`src/rtl/axis_bram_adapter_pkg.sv`:
```
// Shared definitions for the BRAM <-> AXI-Stream adapter controllers:
// sequencer state encoding and default bus widths.
package axis_bram_adapter_pkg;

  localparam int DATA_WIDTH = 32;
  localparam int ADDR_WIDTH = 10;
  localparam int LEN_WIDTH  = 16;

  typedef enum logic [1:0] {
    ST_IDLE = 2'd0,
    ST_RUN  = 2'd1,
    ST_CMPL = 2'd2
  } state_e;

endpackage

```
`src/rtl/axis_bram_adapter_rd_ctrl_if.sv`:
```
// Word stream from the read controller's buffer head to the M00_AXIS master.
interface axis_bram_adapter_rd_ctrl_if #(
  parameter int DATA_WIDTH = axis_bram_adapter_pkg::DATA_WIDTH
);

  logic [DATA_WIDTH-1:0] DIN_FROM_BUF;
  logic                  DIN_VALID;
  logic                  last;
  logic                  DIN_ACCEP;

  modport master (
    output DIN_FROM_BUF,
    output DIN_VALID,
    output last,
    input  DIN_ACCEP
  );

  modport slave (
    input  DIN_FROM_BUF,
    input  DIN_VALID,
    input  last,
    output DIN_ACCEP
  );

endinterface

```
`src/rtl/axis_bram_adapter_skid2.sv`:
```
// Two-entry synchronous FIFO shared by the adapter's read and write controllers.
// The caller guarantees no write when full and no read when empty.
module axis_bram_adapter_skid2 #(
  parameter int DATA_WIDTH = 32
) (
  input  logic                  clk,
  input  logic                  rst_n,
  input  logic                  wr_en,
  input  logic [DATA_WIDTH-1:0] din,
  input  logic                  rd_en,
  output logic [DATA_WIDTH-1:0] dout,
  output logic [1:0]            occupancy
);

  logic [DATA_WIDTH-1:0] mem_q [2];
  logic                  wr_ptr_q;
  logic                  rd_ptr_q;
  logic [1:0]            count_q;

  // NOTE: only two entries, so the storage is reset too; dout then reads zero
  // after reset instead of whatever the entries held before.
  // NOTE: every register here is updated with <= so all reads in this block see
  // the values from before the clock edge, independent of statement order.
  always_ff @(posedge clk) begin
    if (!rst_n) begin
      mem_q[0] <= '0;
      mem_q[1] <= '0;
      wr_ptr_q <= 1'b0;
      rd_ptr_q <= 1'b0;
      count_q  <= 2'd0;
    end else begin
      if (wr_en) begin
        mem_q[wr_ptr_q] <= din;
        wr_ptr_q        <= ~wr_ptr_q;
      end
      if (rd_en) begin
        rd_ptr_q <= ~rd_ptr_q;
      end
      count_q <= count_q + {1'b0, wr_en} - {1'b0, rd_en};
    end
  end

  assign dout      = mem_q[rd_ptr_q];
  assign occupancy = count_q;

endmodule

```
`src/rtl/axis_bram_adapter_rd_ctrl.sv`:
```
// Read-side sequencer: walks a BRAM region from BASE_ADDR for XFER_LEN words and
// streams them out through a 2-entry buffer that hides the BRAM read latency.
module axis_bram_adapter_rd_ctrl #(
  parameter int DATA_WIDTH = axis_bram_adapter_pkg::DATA_WIDTH,
  parameter int ADDR_WIDTH = axis_bram_adapter_pkg::ADDR_WIDTH,
  parameter int LEN_WIDTH  = axis_bram_adapter_pkg::LEN_WIDTH
) (
  input  logic                        M_AXIS_ACLK,
  input  logic                        M_AXIS_ARESETN,
  input  logic                        START,
  input  logic [ADDR_WIDTH-1:0]       BASE_ADDR,
  input  logic [LEN_WIDTH-1:0]        XFER_LEN,
  output logic                        BUSY,
  output logic                        DONE,
  output logic                        BRAM_EN,
  output logic [ADDR_WIDTH-1:0]       BRAM_ADDR,
  input  logic [DATA_WIDTH-1:0]       BRAM_DOUT,
  axis_bram_adapter_rd_ctrl_if.master m_axis
);

  import axis_bram_adapter_pkg::*;

  localparam logic [ADDR_WIDTH-1:0] ADDR_ONE = ADDR_WIDTH'(1);
  localparam logic [LEN_WIDTH-1:0]  LEN_ONE  = LEN_WIDTH'(1);

  state_e                state_q, state_d;
  logic [ADDR_WIDTH-1:0] addr_q, addr_d;
  logic [LEN_WIDTH-1:0]  len_q, len_d;
  logic [LEN_WIDTH-1:0]  issued_q, issued_d;
  logic [LEN_WIDTH-1:0]  accepted_q, accepted_d;
  logic                  inflight_q;

  logic [1:0]            occupancy;
  logic [DATA_WIDTH-1:0] head;
  logic                  head_valid;
  logic                  head_is_last;
  logic                  beat;
  logic                  final_beat;
  logic [2:0]            pending;
  logic                  issue;

  axis_bram_adapter_skid2 #(
    .DATA_WIDTH (DATA_WIDTH)
  ) u_buf (
    .clk       (M_AXIS_ACLK),
    .rst_n     (M_AXIS_ARESETN),
    .wr_en     (inflight_q),
    .din       (BRAM_DOUT),
    .rd_en     (beat),
    .dout      (head),
    .occupancy (occupancy)
  );

  assign head_valid   = (occupancy != 2'd0);
  assign head_is_last = (accepted_q == len_q - LEN_ONE);
  assign beat         = head_valid && m_axis.DIN_ACCEP;
  assign final_beat   = beat && head_is_last;

  // Words the buffer will hold next cycle before any new read; the word leaving
  // this cycle frees its slot so a full-rate stream never bubbles.
  assign pending = {1'b0, occupancy} + {2'b00, inflight_q} - {2'b00, beat};
  assign issue   = (state_q == ST_RUN) && (issued_q < len_q) && (pending < 3'd2);

  // NOTE: every signal driven here gets its default first, so no path through
  // the case statement can leave one unassigned and infer a latch.
  always_comb begin
    state_d    = state_q;
    addr_d     = addr_q;
    len_d      = len_q;
    issued_d   = issued_q;
    accepted_d = accepted_q;

    unique case (state_q)
      ST_IDLE: begin
        if (START) begin
          addr_d     = BASE_ADDR;
          len_d      = XFER_LEN;
          issued_d   = '0;
          accepted_d = '0;
          state_d    = (XFER_LEN == '0) ? ST_CMPL : ST_RUN;
        end
      end
      ST_RUN: begin
        if (issue) begin
          addr_d   = addr_q + ADDR_ONE;
          issued_d = issued_q + LEN_ONE;
        end
        if (beat) begin
          accepted_d = accepted_q + LEN_ONE;
        end
        if (final_beat) begin
          state_d = ST_CMPL;
        end
      end
      ST_CMPL: begin
        state_d = ST_IDLE;
      end
      default: begin
        state_d = ST_IDLE;
      end
    endcase
  end

  always_ff @(posedge M_AXIS_ACLK) begin
    if (!M_AXIS_ARESETN) begin
      state_q    <= ST_IDLE;
      addr_q     <= '0;
      len_q      <= '0;
      issued_q   <= '0;
      accepted_q <= '0;
      inflight_q <= 1'b0;
    end else begin
      state_q    <= state_d;
      addr_q     <= addr_d;
      len_q      <= len_d;
      issued_q   <= issued_d;
      accepted_q <= accepted_d;
      inflight_q <= issue;
    end
  end

  assign BUSY      = (state_q == ST_RUN);
  assign DONE      = (state_q == ST_CMPL);
  assign BRAM_EN   = issue;
  assign BRAM_ADDR = addr_q;

  assign m_axis.DIN_FROM_BUF = head;
  assign m_axis.DIN_VALID    = head_valid;
  assign m_axis.last         = head_valid && head_is_last;

endmodule

```
`src/flat_wrapper.sv`:
```
// flat-port wrapper written by rule: the top's interface ports become plain ports
module axis_bram_adapter_rd_ctrl_flat import axis_bram_adapter_pkg::*;
#(
  parameter int DATA_WIDTH = axis_bram_adapter_pkg::DATA_WIDTH,
  parameter int ADDR_WIDTH = axis_bram_adapter_pkg::ADDR_WIDTH,
  parameter int LEN_WIDTH  = axis_bram_adapter_pkg::LEN_WIDTH
)
  (M_AXIS_ACLK, M_AXIS_ARESETN, START, BASE_ADDR, XFER_LEN, BUSY, DONE, BRAM_EN, BRAM_ADDR, BRAM_DOUT, m_axis_DIN_FROM_BUF, m_axis_DIN_VALID, m_axis_last, m_axis_DIN_ACCEP);
  axis_bram_adapter_rd_ctrl_if #(.DATA_WIDTH(DATA_WIDTH)) m_axis_i ();
  input  logic M_AXIS_ACLK;
  input  logic M_AXIS_ARESETN;
  input  logic START;
  input  logic [ADDR_WIDTH-1:0] BASE_ADDR;
  input  logic [LEN_WIDTH-1:0] XFER_LEN;
  output logic BUSY;
  output logic DONE;
  output logic BRAM_EN;
  output logic [ADDR_WIDTH-1:0] BRAM_ADDR;
  input  logic [DATA_WIDTH-1:0] BRAM_DOUT;
  output wire logic [$bits(m_axis_i.DIN_FROM_BUF)-1:0] m_axis_DIN_FROM_BUF;
  output wire logic [$bits(m_axis_i.DIN_VALID)-1:0] m_axis_DIN_VALID;
  output wire logic [$bits(m_axis_i.last)-1:0] m_axis_last;
  input wire logic [$bits(m_axis_i.DIN_ACCEP)-1:0] m_axis_DIN_ACCEP;
  assign m_axis_DIN_FROM_BUF = m_axis_i.DIN_FROM_BUF;
  assign m_axis_DIN_VALID = m_axis_i.DIN_VALID;
  assign m_axis_last = m_axis_i.last;
  assign m_axis_i.DIN_ACCEP = m_axis_DIN_ACCEP;
  axis_bram_adapter_rd_ctrl #(.DATA_WIDTH(DATA_WIDTH), .ADDR_WIDTH(ADDR_WIDTH), .LEN_WIDTH(LEN_WIDTH)) u_core (.M_AXIS_ACLK(M_AXIS_ACLK), .M_AXIS_ARESETN(M_AXIS_ARESETN), .START(START), .BASE_ADDR(BASE_ADDR), .XFER_LEN(XFER_LEN), .BUSY(BUSY), .DONE(DONE), .BRAM_EN(BRAM_EN), .BRAM_ADDR(BRAM_ADDR), .BRAM_DOUT(BRAM_DOUT), .m_axis(m_axis_i));
endmodule
```
`config.mk`:
```
export PLATFORM = sky130hd
export DESIGN_NAME = axis_bram_adapter_rd_ctrl_flat
export DESIGN_NICKNAME = d
export VERILOG_FILES = /design/src/rtl/axis_bram_adapter_pkg.sv /design/src/rtl/axis_bram_adapter_rd_ctrl_if.sv /design/src/rtl/axis_bram_adapter_skid2.sv /design/src/rtl/axis_bram_adapter_rd_ctrl.sv /design/src/flat_wrapper.sv
export SDC_FILE = /design/constraint.sdc
export NUM_CORES = 1
export LEC_CHECK = 0
export BUFFER_PORTS_ARGS = -buffer_cell sky130_fd_sc_hd__buf_4
export CORE_ASPECT_RATIO = 1.75
export CORE_MARGIN = 4
export CORE_UTILIZATION = 55
export CTS_CLUSTER_DIAMETER = 120
export DETAILED_ROUTE_END_ITERATION = 12
export GPL_TIMING_DRIVEN = 0
export PLACE_DENSITY = 0.78
export SYNTH_ARGS = -nofsm -noshare
export SYNTH_HDL_FRONTEND = slang
export SYNTH_HIERARCHICAL = 1
export SYNTH_SLANG_ARGS = --single-unit
```
`constraint.sdc`:
```
create_clock -name M_AXIS_ACLK -period 6.75 [get_ports M_AXIS_ACLK]
set_clock_uncertainty 0.1 [all_clocks]
set_input_delay 0.3375 -clock M_AXIS_ACLK [delete_from_list [all_inputs] [get_ports M_AXIS_ACLK]]
set_output_delay 0.3375 -clock M_AXIS_ACLK [all_outputs]
set_load 0.005 [all_outputs]
```
==> results of run 1 <==
==> through the flow <==
| step | instance area, sq um | std cells |
|---|---|---|
| 2_1_floorplan | 7070 | 725 |
| 3_3_place_gp | 8080 | 1000 |
| 3_5_place_dp | 8080 | 1000 |
| 4_1_cts | 8680 | 1032 |
| 5_1_grt | 8680 | 1032 |
| 6_report | 8680 | 1032 |
==> state kept, by name, summed over array words and instances, names as in the netlist, 2 cells and up, named ones only <==
name and cells:
u_core/len_q 16, u_core/u_buf/occupancy 2, u_core/issued_q 16, u_core/BRAM_ADDR 10
u_core/u_buf/mem_q 64, u_core/state_q 2, u_core/accepted_q 16
==> kinds of logic (layout without fill, tap and decap cells) <==
kind of cell    after synthesis  after routing  synth area share (%)
compound gates              112            112                  11.0
fa+ha+maj                    23             23                  4.18
buf+inv                      70            209                  5.59
xor+xnor                     37             37                  4.78
flops                       130            130                  45.9
simple gates                317            317                  21.3
mux                          36             36                  7.26
==> critical path: cells and delay by family (launching register included) <==
family	cells	cell delay [ps]
flops	1	370
xor+xnor	1	130
fa+ha+maj	2	680
buf+inv	3	1090
compound gates	4	810
simple gates	4	760
==> layout make-up <==
type	instances	area (sq um)	area share [%]
Tap cell	168	210	2.42
Timing Repair Buffer	107	803	9.25
Sequential cell	130	3240	37.3
Buffer	42	290	3.34
Clock buffer	17	425	4.90
Inverter	28	105	1.21
Multi-Input combinational cell	525	3440	39.6
Clock inverter	15	171	1.97
==> synth_stat cells (all sizes together) (2+ instances only) <==
cell type  count
a21boi        20
a21o           6
a21oi         25
a31o           3
a41oi          2
and2           6
and3           3
buf           19
clkbuf        23
dfxtp         66
edfxtp        64
ha            22
inv           28
mux2          32
mux2i          4
nand2        121
nand2b        10
nand3         18
nand3b         4
nand4         13
nor2          96
nor2b          5
nor3           3
nor3b          3
nor4           8
o211ai         8
o21a           4
o21ai          7
o22ai          9
o31ai         16
o41ai          2
or2            7
or3            5
or4           10
xnor2         17
xor2          19
==> how the worst min path moves through the flow <==
stage                                        to  cells past startpoint  slack, ps                  start
final                          u_core/len_q[11]                      3         90           XFER_LEN[11]
after CTS                       u_core/len_q[5]                      3         80            XFER_LEN[5]
after floorplan             u_core/issued_q[12]                      2        360    u_core/issued_q[12]
after detailed placement    u_core/BRAM_ADDR[9]                      2        380    u_core/BRAM_ADDR[9]
after global placement    u_core/u_buf/wr_ptr_q                      2        370  u_core/u_buf/wr_ptr_q
after global routing            u_core/len_q[0]                      3         80            XFER_LEN[0]
==> routing by layer <==
layer / up-vias / global-route usage [%]
li1: 2800 / -
met1: 2769 / 24.6
met2: 256 / 46.6
met3: 56 / 4.61
met4: 0 / 14.0
met5: - / 0
==> power by group through the flow <==
| stage | Combinational, W | Clock (W) | Sequential (W) |
|---|---|---|---|
| 4_1_cts | 0.000694 | 0.000937 | 0.000960 |
| 2_1_floorplan | 0.000442 | 0 | 0.000961 |
| 3_5_place_dp | 0.000689 | 0 | 0.000976 |
| 3_3_place_gp | 0.000673 | 0 | 0.000970 |
| 5_1_grt | 0.000746 | 0.000979 | 0.000967 |
| 6_report | 0.000690 | 0.000927 | 0.000959 |
==> results.rst, run 1 <==
.. list-table::
   :header-rows: 1

   * - Metric
     - Value
   * - Post-Route M1 WL
     - 6300 microns
   * - Setup repair after global routing missed its margin
     - false
   * - Post-route total power
     - 0.00258 W
   * - Via count of the first global-routing pass
     - about 6,000
   * - Cell count after synthesis
     - between 700 and 800
   * - Crit-path cells
     - or2_2, nand2_1, inv_1, ha_1, nand2b_1, fa_1, xnor2_1, nand4b_1, a21oi_1, o22ai_1, clkbuf_1, clkbuf_1, o31ai_1, a21oi_1
   * - Post-DP HPWL
     - 13,400 microns
   * - Maximum number of pins on one net before global-route repair
     - 33
   * - Core Util, Final
     - 69.1%
   * - Placeable core area
     - 12,600 sq um
   * - Routability cong.
     - 0.895
   * - Routed length on met3
     - about 1000 microns
   * - Buffer count from post-CTS setup fixing
     - 0
   * - Synth Flop Type
     - dfxtp_1
   * - Count of endpoints failing hold in the final timing report
     - 0
   * - Remaining max-slew budget at the tightest pin
     - 44.6%
   * - Req. time, crit path
     - between 6000 and 7000 ps
   * - Sink Count
     - 130
   * - Number of failing setup endpoints in the final timing report
     - 0
   * - Status
     - complete, no violations
   * - Synthesized netlist net count
     - 810
   * - Die extent in y
     - around 160 microns
   * - Highest clock frequency the design can meet
     - 248 MHz
   * - Leading cell types in the layout, fill and taps excluded
     - nand2_1, buf_4, nor2_1
   * - Clock latency at the later pin of the worst-skew pair
     - 410 ps
   * - DRC violation count after routing
     - 0
   * - R2r worst-path depth
     - 14
   * - Detailed router's first-iteration violation count
     - 322
   * - Critical Path Sink Type
     - flop
   * - Post-synth design cell area
     - 7070 sq um
   * - Setup tns final
     - 0 ps
   * - H-tree levels
     - 4
   * - Number of antenna-violating nets in the routed design
     - 0
   * - Class of the tightest hold or removal check
     - input port to flop
   * - Count of distinct cell types in the synthesized netlist
     - 68
   * - Worst path setup slack after routing
     - 2720 ps
   * - Sequential cell area fraction in the yosys report
     - between 40 and 50%
   * - Top cell type's share of synthesized area
     - between 20% and 30%
   * - Leading area contributor after synthesis
     - edfxtp_1
   * - I/O Buffers
     - 107
   * - Filler instances
     - 993
   * - Maximum clock path buffer count
     - 2
   * - Critical path launch point type
     - flop
   * - Number of gates resized after cts
     - 0
   * - Register clock-pin slew on the reported worst setup and hold paths
     - 60 ps
   * - Worst stage delay on the critical path
     - 500 ps
   * - Number of antenna violations at the first check in global routing
     - 0
   * - Total congestion overflow
     - 0
   * - Starting density of the core
     - 56.3%
   * - Standard cell with the maximum stage delay on the critical path
     - clkbuf_1
   * - Final-layout worst hold slack
     - 92.1 ps
   * - Number of max-cap violations
     - 0
   * - Detail Route met2 WL
     - 9760 microns
   * - Worst Tran Pin Value
     - 824 ps
   * - Setup slack after placement
     - about 2800 ps
   * - Horizontal die dimension
     - roughly 94 microns
   * - Number of hold buffers added after cts
     - 0
   * - Total GRT Usage
     - around a quarter
   * - Static Leakage
     - 3.50 nW
   * - Reg-to-Reg End
     - u_core/issued_q[9]
   * - Combinational fraction of design power
     - 26.8%
   * - Startpoint of the most critical setup path
     - u_core/u_buf/occupancy[1]
   * - Count of vias placed by the detailed router
     - between 5,000 and 6,000
   * - Critical Path Sink
     - u_core/issued_q[9]
   * - Yosys synthesis warning count
     - 6
   * - Sw frac
     - 29.1%
   * - Final cycle utilization of the critical path
     - 59.6%
   * - Drt first pass iters
     - 7
   * - Via density per instance
     - approximately 5.7
   * - Asr flop ratio synth
     - 0%
   * - Critical path arrival
     - 4250 ps
   * - Final net count
     - 936
   * - Flop pwr share
     - about 37%
   * - Top sig layer
     - met4
   * - Clock tree from TritonCTS
     - yes
   * - Placement Rows
     - 54
   * - Boundary pin count
     - 109
   * - First-pass GRT wire length
     - between 20,000 and 30,000 microns
   * - Post-layout minimum cycle time
     - 4030 ps
   * - Max FO, Critical Path
     - 10
   * - Layout area overhead
     - 22.8%
   * - Antenna cell count
     - 0
   * - Internal
     - 0.00183 W
   * - Largest cells by area after synthesis
     - edfxtp_1, dfxtp_1, nand2_1
   * - Root Buffer
     - clkbuf_16
   * - Routed length per placed instance
     - 17.3 microns
   * - Per-instance average area after synthesis
     - 9.75 sq um
   * - Critical path type
     - flop to flop
   * - Number of buffers added by the clock tree synthesis step
     - 17
   * - P_sw
     - 0.000751 W
   * - Flop and latch count out of synthesis
     - 130
   * - Final Slew Violations
     - 0
   * - Power per Cell Area
     - 297 nW/um^2
   * - Share of layout cells above drive strength 1
     - between 20% and 30%
   * - R2R Path Start
     - u_core/u_buf/occupancy[1]
   * - Post-synth EDFFs
     - 64
   * - Total length of routed wires
     - 17,900 microns
   * - Die ar.
     - 14,800 sq um
   * - Share of power burned in the clock network
     - between 30% and 40%
   * - Max IR drop VDD
     - between 200 and 250 uV
   * - Reg2Reg Setup Slack
     - 2720 ps
   * - Most common cell after layout, fill and taps aside
     - nand2_1
Note: power is estimated with default switching activity, not from simulation.
==> run 2: changes to the inputs <==
Settings changed: CORE_UTILIZATION 55 to 52, PLACE_DENSITY 0.78 to 0.77.
Clock period 6.75 ns to 3.3 ns, I/O delays scaled along.
==> results.rst, run 2 (synthesis results as in run 1) <==
.. list-table::
   :header-rows: 1

   * - Metric
     - Value
   * - Number of antenna violations at the first check in global routing
     - 0
   * - Number of flip-flops under the largest register name
     - 64
   * - Total length of routed wires
     - 18,500 microns
   * - Final cycle utilization of the critical path
     - 96.2%
   * - Power per Cell Area
     - about 590 nW/um^2
   * - Register bank with the most flops
     - u_core/u_buf/mem_q
   * - Number of antenna-violating nets in the routed design
     - 0
   * - Max IR drop VDD
     - 607 uV
   * - Placeable core area
     - 13,400 sq um
   * - DRC violation count after routing
     - 0
   * - Placement Rows
     - 56
   * - Final Slew Violations
     - 0
   * - Share of layout cells above drive strength 1
     - 25.4%
   * - Number of max-cap violations
     - 0
   * - Layout area overhead
     - 32.3%
   * - Total GRT Usage
     - 24.1%
   * - Detailed router's first-iteration violation count
     - 316
   * - Sink Count
     - 130
   * - Remaining max-slew budget at the tightest pin
     - ~46%
   * - Antenna cell count
     - 0
   * - Boundary pin count
     - 109
   * - Final net count
     - 991
   * - Maximum number of pins on one net before global-route repair
     - 33
   * - Post-layout minimum cycle time
     - between 3000 and 4000 ps
   * - Top sig layer
     - met4
   * - Status
     - complete, no violations
   * - Req. time, crit path
     - 3530 ps
   * - Horizontal die dimension
     - 96.1 microns
   * - Max FO, Critical Path
     - 7
   * - Leading cell types in the layout, fill and taps excluded
     - nand2_1, buf_4, nor2_1
   * - Setup slack after placement
     - -732 ps
   * - Routed length per placed instance
     - 17.0 microns
   * - Static Leakage
     - 3.80 nW
   * - Critical path launch point type
     - flop
   * - Count of endpoints failing hold in the final timing report
     - 0
   * - Worst path setup slack after routing
     - 125 ps
   * - Post-DP HPWL
     - ~13,000 microns
   * - Critical path type
     - flop to flop
   * - Register clock-pin slew on the reported worst setup and hold paths
     - roughly 60 ps
   * - Worst Tran Pin Value
     - 801 ps
   * - Routability cong.
     - 0.869
   * - Reg2Reg Setup Slack
     - 130 ps
   * - Total congestion overflow
     - 0
   * - Total placed instance area
     - 8090 sq um
   * - Setup repair after global routing missed its margin
     - false
   * - Die ar.
     - 15,600 sq um
   * - First-pass GRT wire length
     - 29,100 microns
   * - Critical path arrival
     - ~3400 ps
   * - Detail Route met2 WL
     - 10,700 microns
   * - Routed length on met3
     - 890 microns
   * - Highest clock frequency the design can meet
     - 315 MHz
   * - Clock latency at the later pin of the worst-skew pair
     - around 400 ps
   * - Count of vias placed by the detailed router
     - approximately 6,000
   * - Maximum clock path buffer count
     - 2
   * - Via density per instance
     - 5.48
   * - Root Buffer
     - clkbuf_16
   * - Via count of the first global-routing pass
     - roughly 6,000
   * - Post-Route M1 WL
     - 6450 microns
   * - Starting density of the core
     - 52.8%
   * - Die extent in y
     - 162 microns
   * - Critical Path Sink Type
     - flop
   * - Non-Filler Cell Area, Final
     - 9360 sq um
   * - Clock tree from TritonCTS
     - yes
   * - Class of the tightest hold or removal check
     - input port to flop
   * - I/O Buffers
     - 107
   * - Number of failing setup endpoints in the final timing report
     - 0
   * - H-tree levels
     - 4
   * - Drt first pass iters
     - 5
   * - Number of buffers added by the clock tree synthesis step
     - 17
   * - Most common cell after layout, fill and taps aside
     - nand2_1
==> run 2: changes by cell type in the layout (fill, tap and decap cells not counted), sizes merged <==
cell         delta
clkinvlp        -1
clkinv          +2
inv             -3
clkbuf          +1
dlygate4sd3    +48
bufinv          +1
buf             +7
==> run 2: layer usage <==
layer,global-route usage (%),up-vias
met2,47.1,209
met4,10.8,0
met1,23.6,2832
met3,3.89,37
li1,-,2913
met5,0,-
==> run 2: final cells by class <==
class                   count  area [sq um]
clock inverters            14           176
multi-input cells         525          3500
flip-flops and latches    130          3250
well taps                 174           218
fillers                   973          4030
plain buffers              42           323
clock buffers              18           429
inverters                  28           105
repair buffers            162          1350
==> run 2: final timing paths <==
kind,start,endpoint,cells past startpoint
max,u_core/u_buf/occupancy[1],u_core/issued_q[14],12
min,BRAM_DOUT[16],u_core/u_buf/mem_q[1][16],3
max reg2reg,u_core/u_buf/occupancy[1],u_core/issued_q[14],12
min reg2reg,u_core/u_buf/wr_ptr_q,u_core/u_buf/wr_ptr_q,2
==> run 2: timing repair <==
| action | 4_1_cts | 5_1_grt |
|---|---|---|
| setup buffers | 2 | 4 |
| endpoints found under the hold margin | 74 | 0 |
| pin swaps | 2 | 9 |
| endpoints found under the setup margin | 27 | 20 |
| cloned | 0 | 1 |
| gates resized for setup | 20 | 7 |
| hold buffers | 48 | 0 |
==> run 2: power by group <==
part | total [W] | switching [W] | leakage [nW] | internal [W]
logic | 0.00166 | 0.000752 | 2.30 | 0.000905
registers | 0.00196 | 0.0000959 | 1.20 | 0.00186
clock network | 0.00192 | 0.000723 | 0.294 | 0.00120
==> run 2: worst max-delay path: stages, from the launching register on <==
cell	delay [ps]
dfxtp_4	350
or2_4	270
nand2_4	70
inv_2	60
ha_1	270
nand2b_4	150
fa_2	580
nand4b_1	120
a21oi_2	210
o22ai_4	150
buf_8	180
or4_1	470
a21oi_1	130
==> run 2: per-stage QoR <==
| stage | hold slack, ps | power, W | utilization [%] | TNS (ps) | instances |
|---|---|---|---|---|---|
| 2_1_floorplan | 210 | 0.00287 | - | 0 | 725 |
| 3_3_place_gp | 338 | 0.00336 | 60.5 | -10240 | 1006 |
| 3_5_place_dp | 349 | 0.00340 | 60.5 | -13160 | 1006 |
| 4_1_cts | 4.29 | 0.00546 | 69.2 | 0 | 1088 |
| 5_1_grt | 6.63 | 0.00578 | 69.9 | 0 | 1093 |
| 6_report | 6.57 | 0.00554 | 69.9 | 0 | 1093 |
==> run 3: changes to the inputs <==
Settings changed: CORE_UTILIZATION 52 to 25, CTS_CLUSTER_DIAMETER 120 to 60, PLACE_DENSITY 0.77 to unset.
==> results.rst, run 3 (synthesis results as in run 1) <==
.. list-table::
   :header-rows: 1

   * - Metric
     - Value
   * - Req. time, crit path
     - ~3500 ps
   * - Max FO, Critical Path
     - 10
   * - Total GRT Usage
     - 12.6%
   * - Antenna cell count
     - 0
   * - Register clock-pin slew on the reported worst setup and hold paths
     - about 60 ps
   * - Routability cong.
     - 0.802
   * - Number of buffers added by the clock tree synthesis step
     - 17
   * - Power per Cell Area
     - 563 nW/um^2
   * - Number of antenna-violating nets in the routed design
     - 0
   * - H-tree levels
     - 4
   * - Sink Count
     - 130
   * - First-pass GRT wire length
     - 30,800 microns
   * - Multi-input logic area
     - ~3500 sq um
   * - Post-layout minimum cycle time
     - 3230 ps
   * - Core Util, Final
     - 34.5%
   * - Layout area overhead
     - 36.3%
   * - Status
     - complete, no violations
   * - Final cycle utilization of the critical path
     - 97.9%
   * - Critical Path Sink Type
     - flop
   * - Number of max-cap violations
     - 0
   * - Post-Layout Cell Count
     - 1,301
   * - Boundary pin count
     - 109
   * - Remaining max-slew budget at the tightest pin
     - 42.6%
   * - Drt first pass iters
     - 4
   * - Total length of routed wires
     - 19,200 microns
   * - Final Slew Violations
     - 0
   * - Post-DP HPWL
     - 14,300 microns
   * - Flop pwr share
     - between 30% and 40%
   * - Die ar.
     - 31,100 sq um
   * - Inst Count DP
     - 1,205
   * - Starting density of the core
     - about a quarter
   * - DRC violation count after routing
     - 0
   * - Reg area
     - 3250 sq um
   * - Filler instances
     - 2,921
   * - Internal
     - 0.00387 W
   * - Sw frac
     - 28.7%
   * - Share of power burned in the clock network
     - about a third
   * - Post-route total power
     - 0.00543 W
   * - I/O Buffers
     - 107
   * - Placement Rows
     - slightly above 80
   * - Placeable core area
     - 28,000 sq um
   * - Combinational fraction of design power
     - 30.3%
   * - Most common cell after layout, fill and taps aside
     - nand2_1
   * - Routed length per placed instance
     - 14.8 microns
   * - Highest clock frequency the design can meet
     - roughly 310 MHz
   * - Number of flip-flops under the largest register name
     - 64
   * - R2r worst-path depth
     - 14
   * - Maximum number of pins on one net before global-route repair
     - 33
   * - P_sw
     - between 0.0015 and 0.002 W
   * - Clock tree from TritonCTS
     - yes
   * - Number of failing setup endpoints in the final timing report
     - 0
   * - Cell depth of the worst hold path
     - 2
   * - Die extent in y
     - approximately 230 microns
   * - Via count of the first global-routing pass
     - 6,050
   * - Final-layout worst hold slack
     - 21.9 ps
   * - Clock latency at the later pin of the worst-skew pair
     - 420 ps
   * - Maximum clock path buffer count
     - 2
   * - Root Buffer
     - clkbuf_16
   * - Horizontal die dimension
     - 135 microns
   * - Critical path type
     - flop to flop
   * - Final net count
     - 1,001
   * - Critical path arrival
     - 3400 ps
   * - Critical path launch point type
     - flop
   * - Leading cell types in the layout, fill and taps excluded
     - nand2_1, buf_4, nor2_1
   * - Number of antenna violations at the first check in global routing
     - 0
   * - Share of layout cells above drive strength 1
     - 25.2%
   * - Max IR drop VDD
     - 369 uV
   * - Detailed router's first-iteration violation count
     - 307
   * - Via density per instance
     - 4.54
   * - Class of the tightest hold or removal check
     - input port to flop
   * - Total congestion overflow
     - 0
   * - Count of vias placed by the detailed router
     - 5,912
   * - Static Leakage
     - 3.80 nW
   * - Worst Tran Pin Value
     - 858 ps
   * - Register bank with the most flops
     - u_core/u_buf/mem_q
   * - Count of endpoints failing hold in the final timing report
     - 0
==> run 3: cell types whose count changed in the layout (fill, tap and decap cells not counted), moves of 2 or more <==
cell           before  now
dlygate4sd3_1      48   56
inv_6               5    1
buf_4             114  117
clkinvlp_4          1    4
clkbuf_1           16   14
clkinv_1            1    3
==> run 3: per-layer routing <==
layer  GRT usage, %  wire length, microns
met1           12.9                  7260
met2           23.9                 10500
met3           2.64                   888
met4           5.96                   617
met5              0                     0
==> run 3: cell type report <==
type	count	share of cell area, %
buffer	42	3.28
sequential	130	33.7
tap	373	4.84
clock buffer	17	4.41
inverter	28	1.12
clock inverter	14	1.47
multi-input combinational	525	36.3
timing repair buffer	172	14.9
==> run 3: worst max-delay path, cell delays in order, from the launching register on <==
cell and delay, ps:
dfxtp_4 360, or2_4 260, nand2_4 90, inv_4 40, ha_1 260, nand2b_4 140
fa_2 380, xnor2_2 170, nand4b_1 140, a21oi_2 210, o22ai_4 140, clkbuf_8 190
buf_4 180, o41ai_2 300, a21oi_1 100
==> run 3: timing repair <==
action / in CTS / in global routing
buffers inserted: 1 / 8
resized for setup: 20 / 9
pin swaps: 1 / 5
endpoints found under the hold margin: 86 / 0
hold buffers: 56 / 0
endpoints found under the setup margin: 27 / 8
==> run 3: worst paths after layout <==
path	slack, ps	startpoint	end
setup / recovery	70	u_core/u_buf/occupancy[1]	u_core/issued_q[11]
hold / removal	20	M_AXIS_ARESETN	u_core/u_buf/occupancy[1]
setup reg to reg	70	u_core/u_buf/occupancy[1]	u_core/issued_q[11]
hold reg to reg	390	u_core/u_buf/wr_ptr_q	u_core/u_buf/wr_ptr_q
==> run 3: through the flow <==
step / setup WS (ps) / setup TNS [ps] / cell area, sq um
final: 70.0 / 0 / 9640
after global routing: -27.5 / -72.6 / 9640
after CTS: 46.6 / 0 / 9540
after detailed placement: -574 / -11230 / 8340
after global placement: -557 / -10200 / 8340
after floorplan: 132 / 0 / 7070
==> run 3: power groups by stage <==
| stage | Combinational [W] | Sequential [W] | Clock (W) |
|---|---|---|---|
| global route | 0.00178 | 0.00199 | 0.00195 |
| detailed placement | 0.00142 | 0.00200 | 0 |
| CTS | 0.00155 | 0.00197 | 0.00188 |
| finish | 0.00164 | 0.00197 | 0.00181 |
| floorplan | 0.000903 | 0.00197 | 0 |
| global placement | 0.00141 | 0.00199 | 0 |
